`src/rtl/mult_pkg.sv`:
```
// Shared types for the multiply/accumulate datapath.
// Holds the accumulator FSM state encoding used by product_accumulator.
package mult_pkg;

  typedef enum logic [1:0] {
    IDLE  = 2'd0,
    ACCUM = 2'd1,
    DONE  = 2'd2
  } acc_state_t;

endpackage

```
`src/rtl/carry_lookahead_adder.sv`:
```
// Block carry-lookahead adder: 4-bit groups with group generate/propagate,
// carries between groups resolved from the group terms rather than the sum bits.
module carry_lookahead_adder #(
  parameter int DATA_WID = 16
) (
  input  logic [DATA_WID-1:0] i_a,
  input  logic [DATA_WID-1:0] i_b,
  input  logic                carry_in,
  output logic [DATA_WID-1:0] o_sum,
  output logic                carry_out
);

  localparam int N_BLK = (DATA_WID + 3) / 4;

  logic [DATA_WID-1:0] w_g;
  logic [DATA_WID-1:0] w_p;
  logic [N_BLK-1:0]    w_grp_g;
  logic [N_BLK-1:0]    w_grp_p;
  logic [N_BLK-1:0]    w_blk_c;

  assign w_g = i_a & i_b;
  assign w_p = i_a ^ i_b;

  genvar gi;
  generate
    for (gi = 0; gi < N_BLK; gi++) begin : g_blk
      localparam int LO = gi * 4;
      localparam int HI = (gi * 4 + 3 < DATA_WID) ? gi * 4 + 3 : DATA_WID - 1;
      localparam int BW = HI - LO + 1;

      logic [BW-1:0] w_blk_sum;
      logic          w_gg;
      logic          w_gp;
      logic          w_c;

      // Group terms depend only on operands, so they stay out of the carry path.
      always_comb begin
        w_gg = 1'b0;
        w_gp = 1'b1;
        for (int j = 0; j < BW; j++) begin
          w_gg = w_g[LO+j] | (w_p[LO+j] & w_gg);
          w_gp = w_gp & w_p[LO+j];
        end
      end

      always_comb begin
        w_blk_sum = '0;
        w_c = w_blk_c[gi];
        for (int j = 0; j < BW; j++) begin
          w_blk_sum[j] = w_p[LO+j] ^ w_c;
          w_c = w_g[LO+j] | (w_p[LO+j] & w_c);
        end
      end

      assign w_grp_g[gi]  = w_gg;
      assign w_grp_p[gi]  = w_gp;
      assign o_sum[HI:LO] = w_blk_sum;
    end
  endgenerate

  always_comb begin
    carry_out = carry_in;
    w_blk_c = '0;
    for (int k = 0; k < N_BLK; k++) begin
      w_blk_c[k] = carry_out;
      carry_out = w_grp_g[k] | (w_grp_p[k] & carry_out);
    end
  end

endmodule

```
`src/rtl/product_accumulator.sv`:
```
// Sums N_TERMS unsigned products into an ACC_WID accumulator with a sticky overflow flag.
// Define PRODUCT_ACC_SATURATE_EN to clamp at all-ones on overflow instead of wrapping.
module product_accumulator
  import mult_pkg::*;
#(
  parameter int PROD_WID = 64,
  parameter int ACC_WID  = 72,
  parameter int N_TERMS  = 8
) (
  input  logic                clk,
  input  logic                rst,
  input  logic                start,
  input  logic                in_valid,
  output logic                in_ready,
  input  logic [PROD_WID-1:0] product,
  output logic                out_valid,
  input  logic                out_ready,
  output logic [ACC_WID-1:0]  acc_out,
  output logic                overflow,
  output logic                busy
);

  localparam int CNT_WID = $clog2(N_TERMS + 1);
  localparam logic [CNT_WID-1:0] LAST_CNT = CNT_WID'(N_TERMS - 1);

  acc_state_t         r_state;
  acc_state_t         w_state_next;
  logic [ACC_WID-1:0] r_acc;
  logic [ACC_WID-1:0] w_addend;
  logic [ACC_WID-1:0] w_sum;
  logic [CNT_WID-1:0] r_cnt;
  logic               r_ovf;
  logic               w_carry;
  logic               w_start;
  logic               w_accept;
  logic               w_last;

  assign w_addend = ACC_WID'(product);
  assign w_start  = (r_state == IDLE) && start;
  assign w_accept = (r_state == ACCUM) && in_valid;
  assign w_last   = (r_cnt == LAST_CNT);

  carry_lookahead_adder #(
    .DATA_WID (ACC_WID)
  ) u_adder (
    .i_a       (r_acc),
    .i_b       (w_addend),
    .carry_in  (1'b0),
    .o_sum     (w_sum),
    .carry_out (w_carry)
  );

  always_ff @(posedge clk) begin
    if (rst) begin
      r_state <= IDLE;
    end else begin
      r_state <= w_state_next;
    end
  end

  always_comb begin
    w_state_next = r_state;
    case (r_state)
      IDLE:    if (start) w_state_next = ACCUM;
      ACCUM:   if (w_accept && w_last) w_state_next = DONE;
      DONE:    if (out_ready) w_state_next = IDLE;
      default: w_state_next = IDLE;
    endcase
  end

  always_comb begin
    in_ready  = (r_state == ACCUM);
    out_valid = (r_state == DONE);
    busy      = (r_state != IDLE);
  end

  always_ff @(posedge clk) begin
    if (rst) begin
      r_acc <= '0;
      r_cnt <= '0;
      r_ovf <= 1'b0;
    end else if (w_start) begin
      r_acc <= '0;
      r_cnt <= '0;
      r_ovf <= 1'b0;
    end else if (w_accept) begin
      r_cnt <= r_cnt + CNT_WID'(1);
      r_ovf <= r_ovf | w_carry;
`ifdef PRODUCT_ACC_SATURATE_EN
      // Once clamped, later terms must not pull the value off all-ones.
      r_acc <= (r_ovf | w_carry) ? '1 : w_sum;
`else
      r_acc <= w_sum;
`endif
    end
  end

  assign acc_out  = r_acc;
  assign overflow = r_ovf;

endmodule

```
`config.mk`:
```
export PLATFORM = sky130hd
export DESIGN_NAME = product_accumulator
export DESIGN_NICKNAME = d
export VERILOG_FILES = /design/src/rtl/mult_pkg.sv /design/src/rtl/carry_lookahead_adder.sv /design/src/rtl/product_accumulator.sv
export SDC_FILE = /design/constraint.sdc
export NUM_CORES = 1
export LEC_CHECK = 0
export ABC_AREA = 1
export CELL_PAD_IN_SITES_DETAIL_PLACEMENT = 0
export CELL_PAD_IN_SITES_GLOBAL_PLACEMENT = 2
export CORE_UTILIZATION = 23
export CTS_CLUSTER_DIAMETER = 50
export CTS_CLUSTER_SIZE = 8
export DETAILED_ROUTE_END_ITERATION = 10
export PLACE_DENSITY = 0.79
export RECOVER_POWER = 100
export SLEW_MARGIN = 20
export SYNTH_ARGS = -nofsm -noshare
export SYNTH_HDL_FRONTEND = slang
export SYNTH_SLANG_ARGS = --single-unit
```
`constraint.sdc`:
```
create_clock -name clk -period 6.2 [get_ports clk]
set_clock_uncertainty 0.15 [all_clocks]
set_input_delay 1.86 -clock clk [delete_from_list [all_inputs] [get_ports clk]]
set_output_delay 1.86 -clock clk [all_outputs]
set_load 0.005 [all_outputs]
```
# --- After elaboration in Yosys (flattened, before gate mapping) ---
# Cells that the tools add are included.
totals:
  register_bits: 79
  latchBits: 0
  ramBits: 0
  mem_bits_ro: 0
  input_bits: 69
  output_inout_bits: 76
  mem_count: 0
op_classes:
  addsub: 1
  multipliers: 0
  n_div: 0
  order_cmp: 0
  n_eq_ne: 6
  n_shift: 0
  mux: 4
  bitwise: 369
  n_reduce_logical: 7
op_table:
  columns: ["op", "n"]
  rows:
  - ["$and A1 B1 Y1", 173]
  - ["$or A1 B1 Y1", 123]
  - ["$and A72 B64 Y72", 1]
  - ["$xor A72 B64 Y72", 1]
  - ["$xor A1 B1 Y1", 71]
  - ["$mux W2", 3]
  - ["$pmux W2 S3", 1]
  - ["$add A4 B1 Y4 const B", 1]
  - ["$eq A4 B3 Y1 const B", 1]
  - ["$ne A2 B1 Y1 const B", 2]
  - ["$logic_and A1 B1 Y1", 3]
  - ["$reduce_and A3 Y1", 1]
  - ["$eq A2 B1 Y1 const B", 1]
  - ["$eq A2 B2 Y1 const B", 1]
  - ["$logic_not A2 Y1", 1]
  - ["$ne A2 B2 Y1 const B", 1]
  - ["$reduce_bool A2 Y1", 1]
  - ["$reduce_or A2 Y1", 1]

# --- Depth between registers and ports, before layout ---
# Gate-level depths: netlist of the first run.
logic_depth:
  ltp_word: 46
  depth_mapped: 42
  depth_no_buf: 42

# --- Cells and area by module ---
# A second synthesis of the first run with hierarchy kept.
unflattened:
  hier_cells: 665
  hier_area_um2: 5781.8
by_module_without_submodules:
  columns: ["module", "instances", "cells_each", "area_each_um2"]
  rows:
  - ["carry_lookahead_adder", 1, 304, 2965.3]
  - ["product_accumulator", 1, 361, 2816.5]

# --- Worst setup path before layout of the first run ---
# Ideal clock, no wire load.
synth_timing:
  path_kind: "input to register"
  from: "input port product[0]"
  to: "register r_acc[63], in the netlist acc_out[63]"
  setup_ns: 0.134
  arrival_ns: 6.376
  required_ns: 5.916
  setup_slack_ns: -0.460
  cell_stages: 40
  n_path_buf: 0
  path_cell_list: "ha_1 > fa_1 > fa_1 > fa_1 > nand3_1 > nor2_1 > nor2_1 > nand2_2 > nand2_1 > nand2_2 > nand2_2 > nand2_2 > nand2_2 > nand2_2 > nand2_1 > nand2_2 > nand2_2 > nand2_2 > [4 not listed] > nand2_2 > nand2_2 > nand2_1 > nand2_2 > nand2_2 > nand2_2 > nand2_1 > nand2_2 > nand2_2 > nand2_2 > nand2_2 > nand2_2 > fa_1 > fa_1 > fa_1 > xor2_1 > nand2_1 > a21oi_1"
synth_via:
  elab_chain_len: 42
synth_rtl:
  columns: ["item", "line", "source"]
  rows:
  - ["start, declared", "product_accumulator.sv:15", "input logic [PROD_WID-1:0] product,"]
  - ["$and A72 B64 Y72", "carry_lookahead_adder.sv:21", "assign w_g = i_a & i_b;"]
  - ["$and A1 B1 Y1", "carry_lookahead_adder.sv:41", "w_gg = w_g[LO+j] | (w_p[LO+j] & w_gg);"]
  - ["$or A1 B1 Y1", "carry_lookahead_adder.sv:41", null]
  - ["$and A1 B1 Y1", "carry_lookahead_adder.sv:41", null]
  - ["$or A1 B1 Y1", "carry_lookahead_adder.sv:41", null]
  - ["$and A1 B1 Y1", null, null]
  - ["$or A1 B1 Y1", null, null]
  - ["$and A1 B1 Y1", "carry_lookahead_adder.sv:66", "carry_out = w_grp_g[k] | (w_grp_p[k] & carry_out);"]
  - ["[26 not listed]", null, null]
  - ["$or A1 B1 Y1", "carry_lookahead_adder.sv:66", null]
  - ["$and A1 B1 Y1", "carry_lookahead_adder.sv:51", "w_c = w_g[LO+j] | (w_p[LO+j] & w_c);"]
  - ["$or A1 B1 Y1", "carry_lookahead_adder.sv:51", null]
  - ["$and A1 B1 Y1", "carry_lookahead_adder.sv:51", null]
  - ["$or A1 B1 Y1", "carry_lookahead_adder.sv:51", null]
  - ["$and A1 B1 Y1", "carry_lookahead_adder.sv:51", null]
  - ["$or A1 B1 Y1", "carry_lookahead_adder.sv:51", null]
  - ["$xor A1 B1 Y1", "carry_lookahead_adder.sv:50", "w_blk_sum[j] = w_p[LO+j] ^ w_c;"]
  - ["end signal, assigned", "product_accumulator.sv:93", "r_acc <= w_sum;"]
  - ["end, declared", "product_accumulator.sv:28", "logic [ACC_WID-1:0] r_acc;"]
# No other way between the ends.
# A chain may end at the register's enable or synchronous reset.

# --- Worst setup path in the final report of the first run ---
layout_timing:
  from: "input port product[0]"
  to: "register r_acc[62], in the netlist acc_out[62]"
layout_via:
  elab_chain_len: 40
layout_rtl:
  columns: ["item", "line", "source"]
  rows:
  - ["$and A72 B64 Y72", "carry_lookahead_adder.sv:21", null]
  - ["$and A1 B1 Y1", "carry_lookahead_adder.sv:41", null]
  - ["$or A1 B1 Y1", "carry_lookahead_adder.sv:41", null]
  - ["$and A1 B1 Y1", "carry_lookahead_adder.sv:41", null]
  - ["$or A1 B1 Y1", "carry_lookahead_adder.sv:41", null]
  - ["$and A1 B1 Y1", null, null]
  - ["$or A1 B1 Y1", null, null]
  - ["$and A1 B1 Y1", "carry_lookahead_adder.sv:66", null]
  - ["[25 not listed]", null, null]
  - ["$and A1 B1 Y1", "carry_lookahead_adder.sv:66", null]
  - ["$or A1 B1 Y1", "carry_lookahead_adder.sv:66", null]
  - ["$and A1 B1 Y1", "carry_lookahead_adder.sv:51", null]
  - ["$or A1 B1 Y1", "carry_lookahead_adder.sv:51", null]
  - ["$and A1 B1 Y1", "carry_lookahead_adder.sv:51", null]
  - ["$or A1 B1 Y1", "carry_lookahead_adder.sv:51", null]
  - ["$xor A1 B1 Y1", "carry_lookahead_adder.sv:50", null]
  - ["named net u_adder.o_sum[62]", "carry_lookahead_adder.sv:9", "output logic [DATA_WID-1:0] o_sum,"]
# The timed path passes the listed nets, and every way through them passes these cells.

==> results of run 1 <==
layout by cell type, fill, tap and decap left out, drive strengths merged, types with 12 or more instances in the layout:
cell type / n
buf: 30
clkbuf: 12
fa: 48
nand3: 16
nand2: 207
inv: 25
xor2: 15
dlygate4sd3: 20
dfxtp: 79
clkdlybuf4s50: 122
nor2: 20
a21oi: 103
ha: 68
report_power, final:
group          total [uW]  switching, uW  leakage (uW)  internal [uW]
registers             535           15.1      0.000639            520
clock network         606            222      0.000165            383
logic                 239            118       0.00247            121
sequential cells by signal, summed over array words and instances, names as in the netlist:
signal / count
r_state: 2
overflow: 1
acc_out: 72
r_cnt: 4
synthesized netlist by cell type, drive strengths merged (2+ instances only):
| library cell | number |
|---|---|
| inv | 25 |
| a21oi | 103 |
| nor3 | 3 |
| o21bai | 7 |
| dfxtp | 79 |
| nand3 | 16 |
| nand2 | 207 |
| xor2 | 15 |
| ha | 68 |
| clkbuf | 18 |
| and3 | 2 |
| nor2 | 20 |
| o21a | 3 |
| fa | 48 |
| buf | 5 |
layout make-up:
type	instances	area, sq um
clock buffers	12	266.5
clock inverters	3	65.06
fillers	2369	14950
inverters	25	93.84
multi-input cells	498	3774
flip-flops and latches	79	1582
well taps	313	391.6
repair buffers	173	1659
layer usage:
metal | share of wire (%) | vias to the layer above
li1 | - | 2381
met1 | 49 | 2152
met2 | 43 | 116
met3 | 6.2 | 16
met4 | 1.5 | 2
met5 | 0.092 | -
final timing paths:
check                                           endpoint  cells after the start  slack, ps                    start
worst min register to register     overflow$_SDFFE_PP0P_                      2        330    overflow$_SDFFE_PP0P_
worst min-delay path               overflow$_SDFFE_PP0P_                      2        330    overflow$_SDFFE_PP0P_
worst max register to register  acc_out[62]$_SDFFE_PP0P_                     39       1100  acc_out[0]$_SDFFE_PP0P_
worst max-delay path            acc_out[62]$_SDFFE_PP0P_                     40       -150               product[0]
logic make-up (layout without fill, tap and decap cells):
family / after synthesis / in the layout / synth area share (%)
adders and majority gates: 116 / 116 / 33.75
AOI/OAI and AO/OA: 117 / 117 / 11.56
and+or+nand+nor: 250 / 250 / 19.34
xor gates and xnor gates: 15 / 15 / 2.447
buffers and inverters: 48 / 213 / 3.449
DFF: 79 / 79 / 29.46
worst max-delay path: cells and delay by family:
kind | cells | cell delay [ps]
buf+inv | 1 | 100
fa+ha+maj | 7 | 2450
compound gates | 1 | 140
simple gates | 31 | 1900
metrics by stage:
step                      util [%]  hold slack [ps]  TNS, ps  area (sq um)  power (uW)
after floorplan                  -            296.6   -454.5          5401       658.9
after global placement       32.07            311.6   -16670          7306       784.7
after detailed placement     32.07            326.8   -17710          7306       783.4
after CTS                    33.91            336.8    -1233          7724        1404
after global routing         34.38            360.8    -3819          7831        1459
final                        34.38            329.0   -584.6          7831        1380
what timing repair did:
action | 4_1_cts | 5_1_grt
setup buffers | 4 | 5
resized for setup | 23 | 19
pin swaps | 9 | 6
endpoints found under the setup margin | 23 | 21
endpoints found under the hold margin | 0 | 0
==> metrics.cfg, run 1 <==
[timing]
max_freq_mhz = 157.5
maxSlewViolCount = 0
period_minus_slack_ps = 6351
hold_viol = 0
setup_viol = 5
fin_ws_ps = -150.7
post-route-period-util_pct = 102.4
rsz0062_at_grt = true
worst_pin_slew_ps = 972.2
relSlewSlack_pct = 35.09

[finish]
fin_cells = 1103
nets = 971
insertedDiodeCount = 0
area_growth_syn_to_layout_pct = 45.86
drive_above_1_share_pct = 14.05

[drt]
ant_nets = 0
drt_iter0_drc = 155
viasPerCell = 4.231
drc = 0
vias = 4667
wl_microns = 14110
avgRoutedWirePerCell_microns = 12.79
drt_pass1_iterations = 6

[clocking]
cts_tree = yes
hold_buffers = 0
worst_skew_pair.late_latency_ps = 340
root_buffer = clkbuf_16
numClockSinks = 79
clkTransAtPathRegs_ps = 60
htreeDepth = 3
cts_inserted_buffers = 9
cts_buffer_depth = 2

[placement]
post-place-cells = 1080
pre_cts_ws_ps = -966.7
portBuffers = 144
hpwl_microns = 10310
gp_congestion = 0.7471

[floorplan]
die_w_microns = 154.8
boundaryPins = 145
start_util_pct = 23.57
die_y_microns = 154.8
rows = 55
core-area_sq_mm = 0.02278
dieArea_sq_mm = 0.02396

[outcome]
status = complete, but fails checks
violations = setup timing

[setup_path]
start_kind = input port
crit_required_ps = 6320
cp_max_fo = 2
critPathCaptureType = register
slowest_delay_ps = 530
crit_slowest_cell = fa_2
critPathMostFrequentCell = nand2_2
crit_type = in -> reg
cp.arrival_ps = 6480

[global_route]
antenna_found_initial = 1
use_met2_pct = 18.96
met3_usage_pct = 3.586
grt_usage_pct = 12.30
grt_pass1_wl_microns = 23230
gr-max-usage-layer = met2
grt_pass1_vias = 4658
overflow = 0
grt_util_met1_pct = 16.35
grt_max_degree = 78

[yosys]
synth_area_leaders = dfxtp_1, fa_1, ha_1
ys_types = 27
synth-seq-cells = 79
synth_cells = 625
ys_warn_count = 0
syn_area_sq_mm = 0.005369
synth_top_cell_area_share_pct = 29.46
yosys.area.top_type = dfxtp_1
seq_area_frac_synth_pct = 29.46
synth_fp_nets = 810
async_flop_share_pct = 0
syn_area_per_cell_sq_um = 8.590
synthFlopType = dfxtp_1
synth_edf_count = 0

[power]
power.density_mw_per_mm2 = 176.2
p_leak_uw = 0.003270
ir_drop_v = 0.0001053

[flow_run]
cap_violations = 0

[min_path]
hp-class = reg -> reg

Power figures use the tool's default switching activity.
==> run 2: changes to the inputs <==
- CTS_CLUSTER_DIAMETER: 50 -> not set
- PLACE_DENSITY: 0.79 -> 0.77
- SYNTH_HIERARCHICAL: not set -> 1
==> metrics.cfg, run 2 <==
[floorplan]
boundaryPins = 145  ; unchanged
rows = 57  ; +3.6%
core-area_sq_mm = 0.02446  ; +7.4%
die_y_microns = 160.6  ; +3.7%
dieArea_sq_mm = 0.02578  ; +7.6%
die_w_microns = 160.6  ; +3.7%
start_util_pct = 23.64  ; +0.065 points

[outcome]
violations = capacitance limit, slew limit
status = complete, but fails checks

[finish]
layout_common_cells = nand2_1, a21oi_1, dfxtp_1, dlygate4sd3_1, ha_1
largest_register_ffs = 72  ; unchanged
layout_commonest_cell = nand2_1
stdcell_area_sq_mm = 0.008315  ; +6.2%
insertedDiodeCount = 0  ; unchanged
drive_above_1_share_pct = 13.20  ; -0.85 points
register_area_sq_mm = 0.001582  ; unchanged
nets = 1048  ; +7.9%
area_growth_syn_to_layout_pct = 43.82
fillers = 2534  ; +7.0%
multiInputGateArea_sq_mm = 0.004139  ; +9.7%

[power]
power.density_mw_per_mm2 = 167.1  ; -5.2%
p_leak_uw = 0.003948  ; +21%
ir_drop_v = 0.00007093  ; -33%

[global_route]
grt_usage_pct = 12.35  ; +0.054 points
grt_pass1_wl_microns = 25320  ; +9.0%
antenna_found_initial = 0  ; -1
overflow = 0  ; unchanged
grt_max_degree = 66  ; -15%
grt_pass1_vias = 4885  ; +4.9%

[yosys]
synth_compound_area_share_pct = 11.38  ; -0.18 points
synth_cells = 665  ; +6.4%
syn_area_per_cell_sq_um = 8.694  ; +1.2%
ys_top_cells_by_count = nand2_1, a21oi_1, dfxtp_1, ha_1, fa_1
synth.most_common_cell = nand2_1
ys_warn_count = 6  ; +6
synth_area_leaders = dfxtp_1, fa_1, ha_1
seq_area_frac_synth_pct = 27.35  ; -2.1 points
async_flop_share_pct = 0  ; unchanged
synth_top_family_by_area = adder cells
synthAdderAreaFrac_pct = 34.49  ; +0.75 points
synthFlopType = dfxtp_1
synth_top_cell_area_share_pct = 27.35  ; -2.1 points
ys_types = 29  ; +7.4%
syn_area_sq_mm = 0.005782  ; +7.7%
yosys-mux-area-fraction_pct = 0  ; unchanged
synth_edf_count = 0  ; unchanged
synth_simple_gate_area_share_pct = 19.63  ; +0.28 points
synth-seq-cells = 79  ; unchanged
yosys.area.top_type = dfxtp_1
synthXorXnorAreaFrac_pct = 2.878  ; +0.43 points

[placement]
portBuffers = 144  ; unchanged
pre_cts_ws_ps = -384.0  ; +582.8 ps
hpwl_microns = 11040  ; +7.0%
place_area_sq_mm = 0.007801  ; +6.8%
gp_congestion = 0.7412  ; -0.79%

[clocking]
hold_buffers = 0  ; unchanged
cts_buffer_depth = 2  ; unchanged
cts_tree = yes
htreeDepth = 3  ; unchanged
numClockSinks = 79  ; unchanged
clkTransAtPathRegs_ps = 60  ; about the same
root_buffer = clkbuf_16
worst_skew_pair.late_latency_ps = 340  ; about the same
cts_inserted_buffers = 9  ; unchanged

[timing]
hold_viol = 0  ; unchanged
period_minus_slack_ps = 5871  ; -479.7 ps
relSlewSlack_pct = -63.26  ; -98 points
setup_tns_ps = 0  ; +584.6 ps
setup_viol = 0  ; -5
fin_ws_ps = 329.1  ; +479.7 ps
post-route-period-util_pct = 94.69  ; -7.7 points
maxSlewViolCount = 50  ; +50
max_freq_mhz = 170.3  ; +8.2%
worst_pin_slew_ps = 2449  ; +1477 ps

[setup_path]
crit_required_ps = 6320  ; about the same
start_kind = input port
worstReg2RegEnd = acc_out[59]$_SDFFE_PP0P_
critPathMostFrequentCell = nand2_2
reg2reg_from = acc_out[1]$_SDFFE_PP0P_
critPathCaptureType = register
r2r_slack_ps = 1550  ; +450 ps
cp.arrival_ps = 5990  ; -490 ps
slowest_delay_ps = 460  ; -70 ps
crit_type = in -> reg
ff2ff_path_depth = 38  ; -2.6%
crit_slowest_cell = fa_1
cp_max_fo = 2  ; unchanged

[drt]
drt_iter0_drc = 169  ; +9.0%
avgRoutedWirePerCell_microns = 12.77  ; -0.14%
drt_pass1_iterations = 4  ; -2
wl_microns = 15070  ; +6.8%
vias = 4865  ; +4.2%
viasPerCell = 4.123  ; -2.6%
drc = 0  ; unchanged
ant_nets = 0  ; unchanged

[flow_run]
cap_violations = 1  ; +1

[min_path]
hold-path-endpoint = overflow$_SDFFE_PP0P_
holdPathStages = 2  ; unchanged
min_from = overflow$_SDFFE_PP0P_
hp-class = reg -> reg

## run 2: changes by cell type in the layout (fill, tap and decap cells not counted), moves of 4 or more
cell,before,now
clkdlybuf4s50_1,122,53
dlygate4sd3_1,20,76
fa_1,28,51
fa_2,20,3
conb_1,0,16
nand2_1,175,190
dlymetal6s2s_1,0,14
buf_4,29,40
a21oi_1,98,104
nand2_2,27,31
nand3_1,14,10
xor2_1,15,19
## run 2: what timing repair did
action / CTS / global route
pin swaps: 0 / 26
resized for setup: 1 / 36
setup buffers: 0 / 8
setup endpoints to repair: 1 / 8
gates cloned: 0 / 0
## run 2: worst max-delay path by stage
stage | startpoint | to | cells past startpoint
detailed placement | product[7] | acc_out[71]$_SDFFE_PP0P_ | 41
finish | product[2] | acc_out[59]$_SDFFE_PP0P_ | 39
floorplan | product[7] | acc_out[71]$_SDFFE_PP0P_ | 40
global route | product[2] | acc_out[70]$_SDFFE_PP0P_ | 43
global placement | product[1] | acc_out[71]$_SDFFE_PP0P_ | 44
CTS | product[1] | acc_out[71]$_SDFFE_PP0P_ | 44
## run 2: cell families (layout without fill, tap and decap cells)
| group | Yosys count | in the layout |
|---|---|---|
| compound gates | 124 | 124 |
| xor+xnor | 19 | 19 |
| fa+ha+maj | 127 | 127 |
| buf+inv | 51 | 227 |
| flops | 79 | 79 |
| other cells | 1 | 16 |
| simple gates | 264 | 264 |
## run 2: worst max-delay path, delay by kind of cell
| kind | cells | cell delay, ps |
|---|---|---|
| adder cells (fa/ha/maj) | 4 | 1620 |
| AO/OA/AOI/OAI | 1 | 150 |
| buffers and inverters | 2 | 270 |
| AND/OR/NAND/NOR | 31 | 1920 |
| XOR/XNOR | 1 | 150 |
## run 2: stage by stage
stage,power [uW],instances,hold slack (ps),util (%)
2_1_floorplan,685.7,680,296.6,-
3_3_place_gp,819.7,1157,303.1,31.89
3_5_place_dp,818.7,1157,306.0,31.89
4_1_cts,1427,1172,318.9,33.22
5_1_grt,1481,1180,338.9,33.99
6_report,1389,1180,312.9,33.99
## run 2: area by class of cell
cell class              instances  share of cell area [%]
flip-flops and latches         79                   19.02
well taps                     324                   4.875
repair buffers                185                   21.35
clock inverters                 4                  0.8426
inverters                      27                   1.219
multi-input cells             550                   49.77
clock buffers                  11                   2.919
## run 2: where the power goes
part / total (uW) / internal, uW / switching [uW]
clock: 587 / 361 / 226
combinational: 264 / 132 / 131
sequential: 539 / 521 / 17.9
## run 2: layer usage
layer	up-vias	part of all wire, %	GRT usage [%]
met1	2230	47	16.34
li1	2541	-	-
met4	0	1.2	4.286
met3	9	3.2	1.498
met2	85	48	20.68
met5	-	0	0
